[config.mk]
export PLATFORM = sky130hd
export DESIGN_NAME = counter_prog_mod_updown
export DESIGN_NICKNAME = d
export VERILOG_FILES = /design/src/rtl/counters_pkg.sv /design/src/rtl/tick_prescaler.sv /design/src/rtl/counter_prog_mod_updown.sv
export SDC_FILE = /design/constraint.sdc
export NUM_CORES = 1
export LEC_CHECK = 0
export BUFFER_PORTS_ARGS = -buffer_cell sky130_fd_sc_hd__buf_2
export CAP_MARGIN = 10
export CORE_MARGIN = 2
export CORE_UTILIZATION = 34
export DETAILED_ROUTE_END_ITERATION = 10
export SETUP_SLACK_MARGIN = 0.4
export SYNTH_ARGS = -nofsm -noshare
export SYNTH_HDL_FRONTEND = slang
export SYNTH_SLANG_ARGS = --single-unit
[constraint.sdc]
create_clock -name clk -period 7.27 [get_ports clk]
set_input_delay 0.3635 -clock clk [delete_from_list [all_inputs] [get_ports clk]]
set_output_delay 0.3635 -clock clk [all_outputs]
set_load 0.02 [all_outputs]
[src/rtl/counters_pkg.sv]
`default_nettype none
// ============================================================================
// Module      : counters_pkg
// Description : Shared helpers and encodings for the counters_and_timers library.
// Revision    : 1.0 - initial release
// ============================================================================
package counters_pkg;

  localparam logic MODE_FREE    = 1'b0;
  localparam logic MODE_ONESHOT = 1'b1;

  // Bits needed to hold the value itself; 0 for value 0, callers clamp to 1.
  function automatic int clogb2(input int value);
    int v;
    int bits;
    v    = value;
    bits = 0;
    while (v > 0) begin
      bits = bits + 1;
      v    = v >> 1;
    end
    return bits;
  endfunction

  function automatic int width_of(input int max_value);
    int w;
    w = clogb2(max_value);
    return (w < 1) ? 1 : w;
  endfunction

endpackage : counters_pkg
`default_nettype wire

[src/rtl/tick_prescaler.sv]
`default_nettype none
// ============================================================================
// Module      : tick_prescaler
// Description : Emits one tick per PRESCALE enabled clock cycles.
// Revision    : 1.0 - initial release
// ============================================================================
module tick_prescaler
  import counters_pkg::*;
#(
  parameter int PRESCALE = 1
) (
  input  logic clk,
  input  logic aclr,
  input  logic enable,
  input  logic clr,
  output logic tick
);

  generate
    if (PRESCALE <= 1) begin : g_bypass
      logic unused_inputs;
      assign unused_inputs = ^{clk, aclr, clr};
      assign tick          = enable;
    end else begin : g_count
      localparam int            PW   = width_of(PRESCALE - 1);
      localparam logic [PW-1:0] LAST = PW'(PRESCALE - 1);

      logic [PW-1:0] cnt_q;
      logic [PW-1:0] cnt_d;

      always_comb begin
        cnt_d = cnt_q;
        if (clr) begin
          cnt_d = '0;
        end else if (enable) begin
          cnt_d = (cnt_q == LAST) ? '0 : cnt_q + PW'(1);
        end
      end

      always_ff @(posedge clk or negedge aclr) begin
        if (!aclr) begin
          cnt_q <= '0;
        end else begin
          cnt_q <= cnt_d;
        end
      end

      assign tick = enable & (cnt_q == LAST);
    end
  endgenerate

endmodule : tick_prescaler
`default_nettype wire

[src/rtl/counter_prog_mod_updown.sv]
`default_nettype none
// ============================================================================
// Module      : counter_prog_mod_updown
// Description : Programmable-modulus up/down counter/timer with prescaler,
//               one-shot mode, synchronous load and double-buffered top.
// Revision    : 1.0 - initial release
// ============================================================================
module counter_prog_mod_updown
  import counters_pkg::*;
#(
  parameter  int MMAX     = 1000,
  parameter  int PRESCALE = 1,
  localparam int N        = width_of(MMAX - 1)
) (
  input  logic         clk,
  input  logic         aclr,
  input  logic         enable,
  input  logic         up_dn,
  input  logic         mode,
  input  logic         mod_wr,
  input  logic [N-1:0] mod_data,
  input  logic         sload,
  input  logic [N-1:0] load_data,
  input  logic         start,
  output logic [N-1:0] Q,
  output logic         tc,
  output logic         done
);

  localparam logic [N-1:0] TOP_RST = N'(MMAX - 1);

  function automatic logic [N-1:0] clamp_top(input logic [N-1:0] v);
    return (v > TOP_RST) ? TOP_RST : v;
  endfunction

  logic [N-1:0] q_q,      q_d;
  logic [N-1:0] top_q,    top_d;
  logic [N-1:0] shadow_q, shadow_d;
  logic         pend_q,   pend_d;
  logic         done_q,   done_d;

  logic         tick;
  logic         terminal;
  logic         tc_w;
  logic [N-1:0] top_eff;
  logic [N-1:0] wrap_top;
  logic [N-1:0] mod_clamped;

  tick_prescaler #(
    .PRESCALE (PRESCALE)
  ) u_prescaler (
    .clk    (clk),
    .aclr   (aclr),
    .enable (enable),
    .clr    (sload | start),
    .tick   (tick)
  );

  assign top_eff     = pend_q ? shadow_q : top_q;
  assign mod_clamped = clamp_top(mod_data);
  // A write landing on the wrap cycle takes effect at that very wrap.
  assign wrap_top    = mod_wr ? mod_clamped : top_eff;
  assign terminal    = up_dn ? (q_q == top_q) : (q_q == '0);
  assign tc_w        = tick & terminal & ~done_q;

  always_comb begin
    q_d      = q_q;
    top_d    = top_q;
    shadow_d = shadow_q;
    pend_d   = pend_q;
    done_d   = done_q;

    if (mod_wr) begin
      shadow_d = mod_clamped;
      pend_d   = 1'b1;
    end

    if (sload) begin
      q_d    = (load_data > top_eff) ? top_eff : load_data;
      top_d  = top_eff;
      pend_d = mod_wr;
      done_d = 1'b0;
    end else if (start) begin
      q_d    = up_dn ? '0 : top_eff;
      top_d  = top_eff;
      pend_d = mod_wr;
      done_d = 1'b0;
    end else if (tick && !done_q) begin
      if (terminal) begin
        top_d  = wrap_top;
        pend_d = 1'b0;
        if (mode == MODE_ONESHOT) begin
          done_d = 1'b1;
        end else begin
          q_d = up_dn ? '0 : wrap_top;
        end
      end else begin
        q_d = up_dn ? q_q + N'(1) : q_q - N'(1);
      end
    end
  end

  always_ff @(posedge clk or negedge aclr) begin
    if (!aclr) begin
      q_q      <= '0;
      top_q    <= TOP_RST;
      shadow_q <= TOP_RST;
      pend_q   <= 1'b0;
      done_q   <= 1'b0;
    end else begin
      q_q      <= q_d;
      top_q    <= top_d;
      shadow_q <= shadow_d;
      pend_q   <= pend_d;
      done_q   <= done_d;
    end
  end

  assign Q    = q_q;
  assign tc   = tc_w;
  assign done = done_q;

endmodule : counter_prog_mod_updown
`default_nettype wire

# Word level (Yosys, flattened, before mapping)
# Cells that the tools add are included.
[word_totals] reg_bits=32 in_bits=28
[op_classes] add_sub_neg=2 magnitude_cmp=2 n_eq_ne=2 mux=27 bitwise=3 n_reduce_logical=9
[ops] operator="2-to-1 mux 10 bit" count=16
[ops] operator="2-to-1 mux 1 bit" count=11
[ops] operator="adder 10 x 1 -> 10 bit (second input constant)" count=1
[ops] operator="equality test 10 bit" count=1
[ops] operator="> comparator 10 bit" count=1
[ops] operator="> comparator 10 bit (second input constant)" count=1
[ops] operator="zero test 10 bit" count=1
[ops] operator="subtractor 10 x 1 -> 10 bit (second input constant)" count=1
[ops] operator="nonzero test 3 bit" count=3
[ops] operator="!= test 4 bit (second input constant)" count=1
[ops] operator="AND reduction 2 bit" count=2
[ops] operator="AND reduction 3 bit" count=1
[ops] operator="AND 1 bit" count=2
[ops] operator="logical AND 1 bit" count=1
[ops] operator="zero test 1 bit" count=1
[ops] operator="inverter 1 bit" count=1

# Depth between registers and ports, before layout
[logic_depth] word_depth=9 mapped_depth=11

# By module
# Synthesis repeated with hierarchy kept, for this count alone.
[unflattened] hier_cells=315 hier_area_um2=2692.6
[modules_own_cells] mod="counter_prog_mod_updown" n_inst=1 cells_each=314 area_per_inst_um2=2685.1 seq_area_each_um2=820.8
[modules_own_cells] mod="tick_prescaler" n_inst=1 cells_each=1 area_per_inst_um2=7.5 seq_area_each_um2=0.0

# Worst setup path after synthesis
# OpenSTA, ideal clock, no wires.
[synth_path] path_kind="reg-to-reg" start="reg pend_q" end="reg q_q[2] (netlist: Q[2])" t_arrival_ns=2.768 required_time_ns=7.133 slack_ns=4.365 stages_incl_launch_ff=11 path_buffers=1 period_less_slack_ns=2.905 path_cell_list="dfrtp_1 > buf_2 > mux2i_1 > ha_1 > and4_4 > and3_1 > o31a_1 > o21a_4 > mux2_4 > a222oi_1 > a21oi_1"
[synth_between] elab_chain_cells=8 word_cells_on_any_way=11 cone_classes="order compare (1); mux (10)"
[synth_lines] item="from (decl)" line="counter_prog_mod_updown.sv:39" source="logic pend_q, pend_d;"
[synth_lines] item="from (signal assigned)" line="counter_prog_mod_updown.sv:114" source="pend_q <= pend_d;"
[synth_lines] item="2-to-1 mux 10 bit (*)" line="counter_prog_mod_updown.sv:59" source="assign top_eff = pend_q ? shadow_q : top_q;"
[synth_lines] item="parallel branches: the longest is 6 deep, another holds > comparator 10 bit"
[synth_lines] item="2-to-1 mux 10 bit (*)" line="counter_prog_mod_updown.sv:78" source="if (sload) begin"
[synth_lines] item="to (signal assigned)" line="counter_prog_mod_updown.sv:111" source="q_q <= q_d;"
[synth_lines] item="to (decl)" line="counter_prog_mod_updown.sv:36" source="logic [N-1:0] q_q, q_d;"
# Every way passes the cells marked *. The select of a mux whose other input is x is not followed.
# A chain may end at the register's enable or synchronous reset.

# Worst setup path in the final report
# Ends and elaborated chain as after synthesis.

==> impl_metrics.toml <==
[status]
status = "completed"

[setup_path]
worst_path_dominant_cell_family = "compound AO/OA/AOI/OAI gates"
critPathArrivalTime_ps = 3480
max_stage_delay_ps = 700
worstSetupPathType = "flip-flop to flip-flop"
timing.rr.start = "pend_q"
cp-end-kind = "flip-flop"
path_cells = "mux2i_1 -> ha_1 -> and4_4 -> and3_1 -> o31a_1 -> o21a_4 -> mux2_4 -> a222oi_1 -> a21oi_1"
cp_max_fo = 15
critical_path.startpoint = "pend_q"
startpoint_type = "flip-flop"
path_buf_inv = 0
required_ps = 7400
critPathSlowestCell = "dfrtp_1"

[yosys]
synth_area_sq_um = 2634
synth_ff_type = "dfstp_2"
ys_ff_latch = 32
syn_nets = 360
avgSynthCellArea_sq_um = 8.415
synth_edf_count = 0
synthTopCellsByArea = "dfstp_2 (16%), dfrtp_1 (15%), ha_1 (8.6%), nor2_1 (4.7%), a21oi_1 (4.6%)"
synth_cells = 313
ys_seq_area_frac = 0.3116
yosysTopAreaCell = "dfstp_2"
async_flop_share = 1.000
synth_top_area_frac = 0.1596
ys_warn_count = 0
synth.distinct_cells = 55

[global_route]
grt_pass1_vias = 2575
grt_max_degree = 33
grtUsageTotal = 0.2090
grt_pass1_wl_microns = 13700
grt_overflow_total = 0
antenna_found_initial = 0

[power]
total_power_uw = 767.7
clkPwrFrac = 0.197
seqPwrFrac = 0.354
p_leak_nw = 1.335
power.switching_uw = 317.8
combPwrFrac = 0.448
intPower_uw = 449.9
ir_drop_mv = 0.08247
power_density_nw_per_um2 = 254.1
sw_frac_of_total = 0.4139

[timing]
fmax_mhz = 298.5
period_share = 0.4608
rsz0062_at_grt = "false"
slew_viol_final = 0
tightest_slew_ps = 716.6
setup_viol = 0
fin_tns_setup_ps = 0
clock_skew_ps = 6.800
period_needed_ps = 3350
maxSlewHeadroom = 0.5222
finalHoldViolations = 0

[floorplan]
io_pins = 40
dieArea_sq_um = 8467
initial_utilization = 0.3462
fp.dieW_microns = 92.02
core_area_sq_um = 7607
die_h_microns = 92.02
std_cell_rows = 32

[detailed_routing]
drc = 0
avgRoutedWirePerCell_microns = 18.56
vias = 2577
wirelength_microns = 8425
viasPerCell = 5.676
drt_iter0_markers = 213
ant_nets = 0
firstDrtPassIters = 5

[clock_tree]
holdBufCountCts = 0
h-tree-depth = 2
clk_path_buf_depth = 2
cts_setup_buffers = 0
cts_tree = "yes"
ctsResizeCount = 0
numCtsBuffers = 5
cts.sinks = 32
insertion_delay_ps = 290
path_clk_slew_ps = 60
cts_root_buffer = "clkbuf_8"

[finish]
area_growth_pct = 14.73
layout-drive-gt1-share = 0.2188
fin_nets = 398
final_cell_mix = "buf_2 (39), nor2_1 (33), nand2_1 (26)"
diodes = 0
fin_util = 0.3972
layout.cells.most_common = "buf_2"
finalInstanceArea_sq_um = 3022

[place]
place_area_sq_um = 2922
routabilityCongestion = 0.9035
dpl.hpwl_microns = 6481
portBuffers = 39

[worst_hold_path]
min_path_type = "input port to async pin"

[run]
maxCapViolations = 0
## through the flow
stage	hold WS (ps)	instances	worst slack, ps
after floorplan	67.91	313	4365
after global placement	470.1	446	4071
after detailed placement	458.4	446	3983
after CTS	149.9	454	3947
after global routing	185.6	454	3774
final	132.7	454	3920
## final cells by class
| cell class | count | area (sq um) |
|---|---|---|
| Clock buffer | 8 | 100.1 |
| Multi-Input combinational cell | 256 | 1707 |
| Sequential cell | 32 | 820.8 |
| Fill cell | 793 | 4586 |
| Inverter | 15 | 56.30 |
| Timing Repair Buffer | 41 | 210.2 |
| Tap cell | 102 | 127.6 |
## cell families after synthesis
family	after synthesis	synth area share
AND/OR/NAND/NOR	110	0.1986
multiplexers	16	0.06556
AO/OA/AOI/OAI	95	0.2375
buffers and inverters	25	0.04038
flip-flops	32	0.3116
adder cells (fa/ha/maj)	19	0.09311
XOR/XNOR	16	0.05321
## worst register-to-register path: cells and delay by family (launching register included)
family / cells / cell delay [ps]
AO/OA/AOI/OAI: 4 / 990
adder cells (fa/ha/maj): 1 / 350
flip-flops: 1 / 700
multiplexers: 2 / 770
AND/OR/NAND/NOR: 2 / 390
## state kept, by name, summed over array words and instances (netlist names)
signal    flops
Q            10
shadow_q     10
pend_q        1
top_q        10
done          1
## power groups by stage
stage                     registers, mW  clock network (mW)  logic, mW
after floorplan                   0.274                   0      0.230
after global placement            0.274                   0      0.336
after detailed placement          0.275                   0      0.341
after CTS                         0.271               0.156      0.345
after global routing              0.278               0.163      0.382
final                             0.272               0.151      0.344
## final timing paths
| path | to | slack, ps | cells after the start |
|---|---|---|---|
| min in group clk | shadow_q[2] | 330 | 2 |
| max in group asynchronous | Q[2] | 6680 | 1 |
| min reg2reg | shadow_q[6] | 480 | 2 |
| min | Q[1] | 130 | 1 |
| max | Q[2] | 3920 | 9 |
| max reg2reg | Q[2] | 3920 | 9 |
## layer usage
metal / GRT usage / share of wire / vias up
met1: 0.2873 / 0.46 / 1197
met4: 0.08333 / 0.031 / 0
met2: 0.3346 / 0.45 / 112
met5: 0 / 0 / -
li1: - / - / 1242
met3: 0.02547 / 0.058 / 26
## synth_stat cells, types with 2 or more instances
master / number
inv_1: 15
o21ai_0: 17
o22ai_1: 12
and3_1: 4
nand2_1: 26
nor3_1: 4
mux2_2: 6
o32ai_1: 4
dfstp_2: 16
xor2_1: 13
dfrtp_1: 16
a41oi_1: 2
nand2b_1: 3
nand4_1: 3
nand3_1: 17
nor2b_1: 7
and2_1: 2
ha_1: 18
a31oi_1: 4
a221oi_1: 2
o31a_1: 2
mux2i_1: 9
xnor2_1: 3
clkbuf_1: 7
or3_1: 2
a21oi_1: 24
a22oi_1: 7
nor2_1: 33
o2bb2ai_1: 2
nor4_1: 4
o211ai_1: 2
or2_2: 2
a211oi_1: 3
Note: power is estimated with default switching activity, not from simulation.
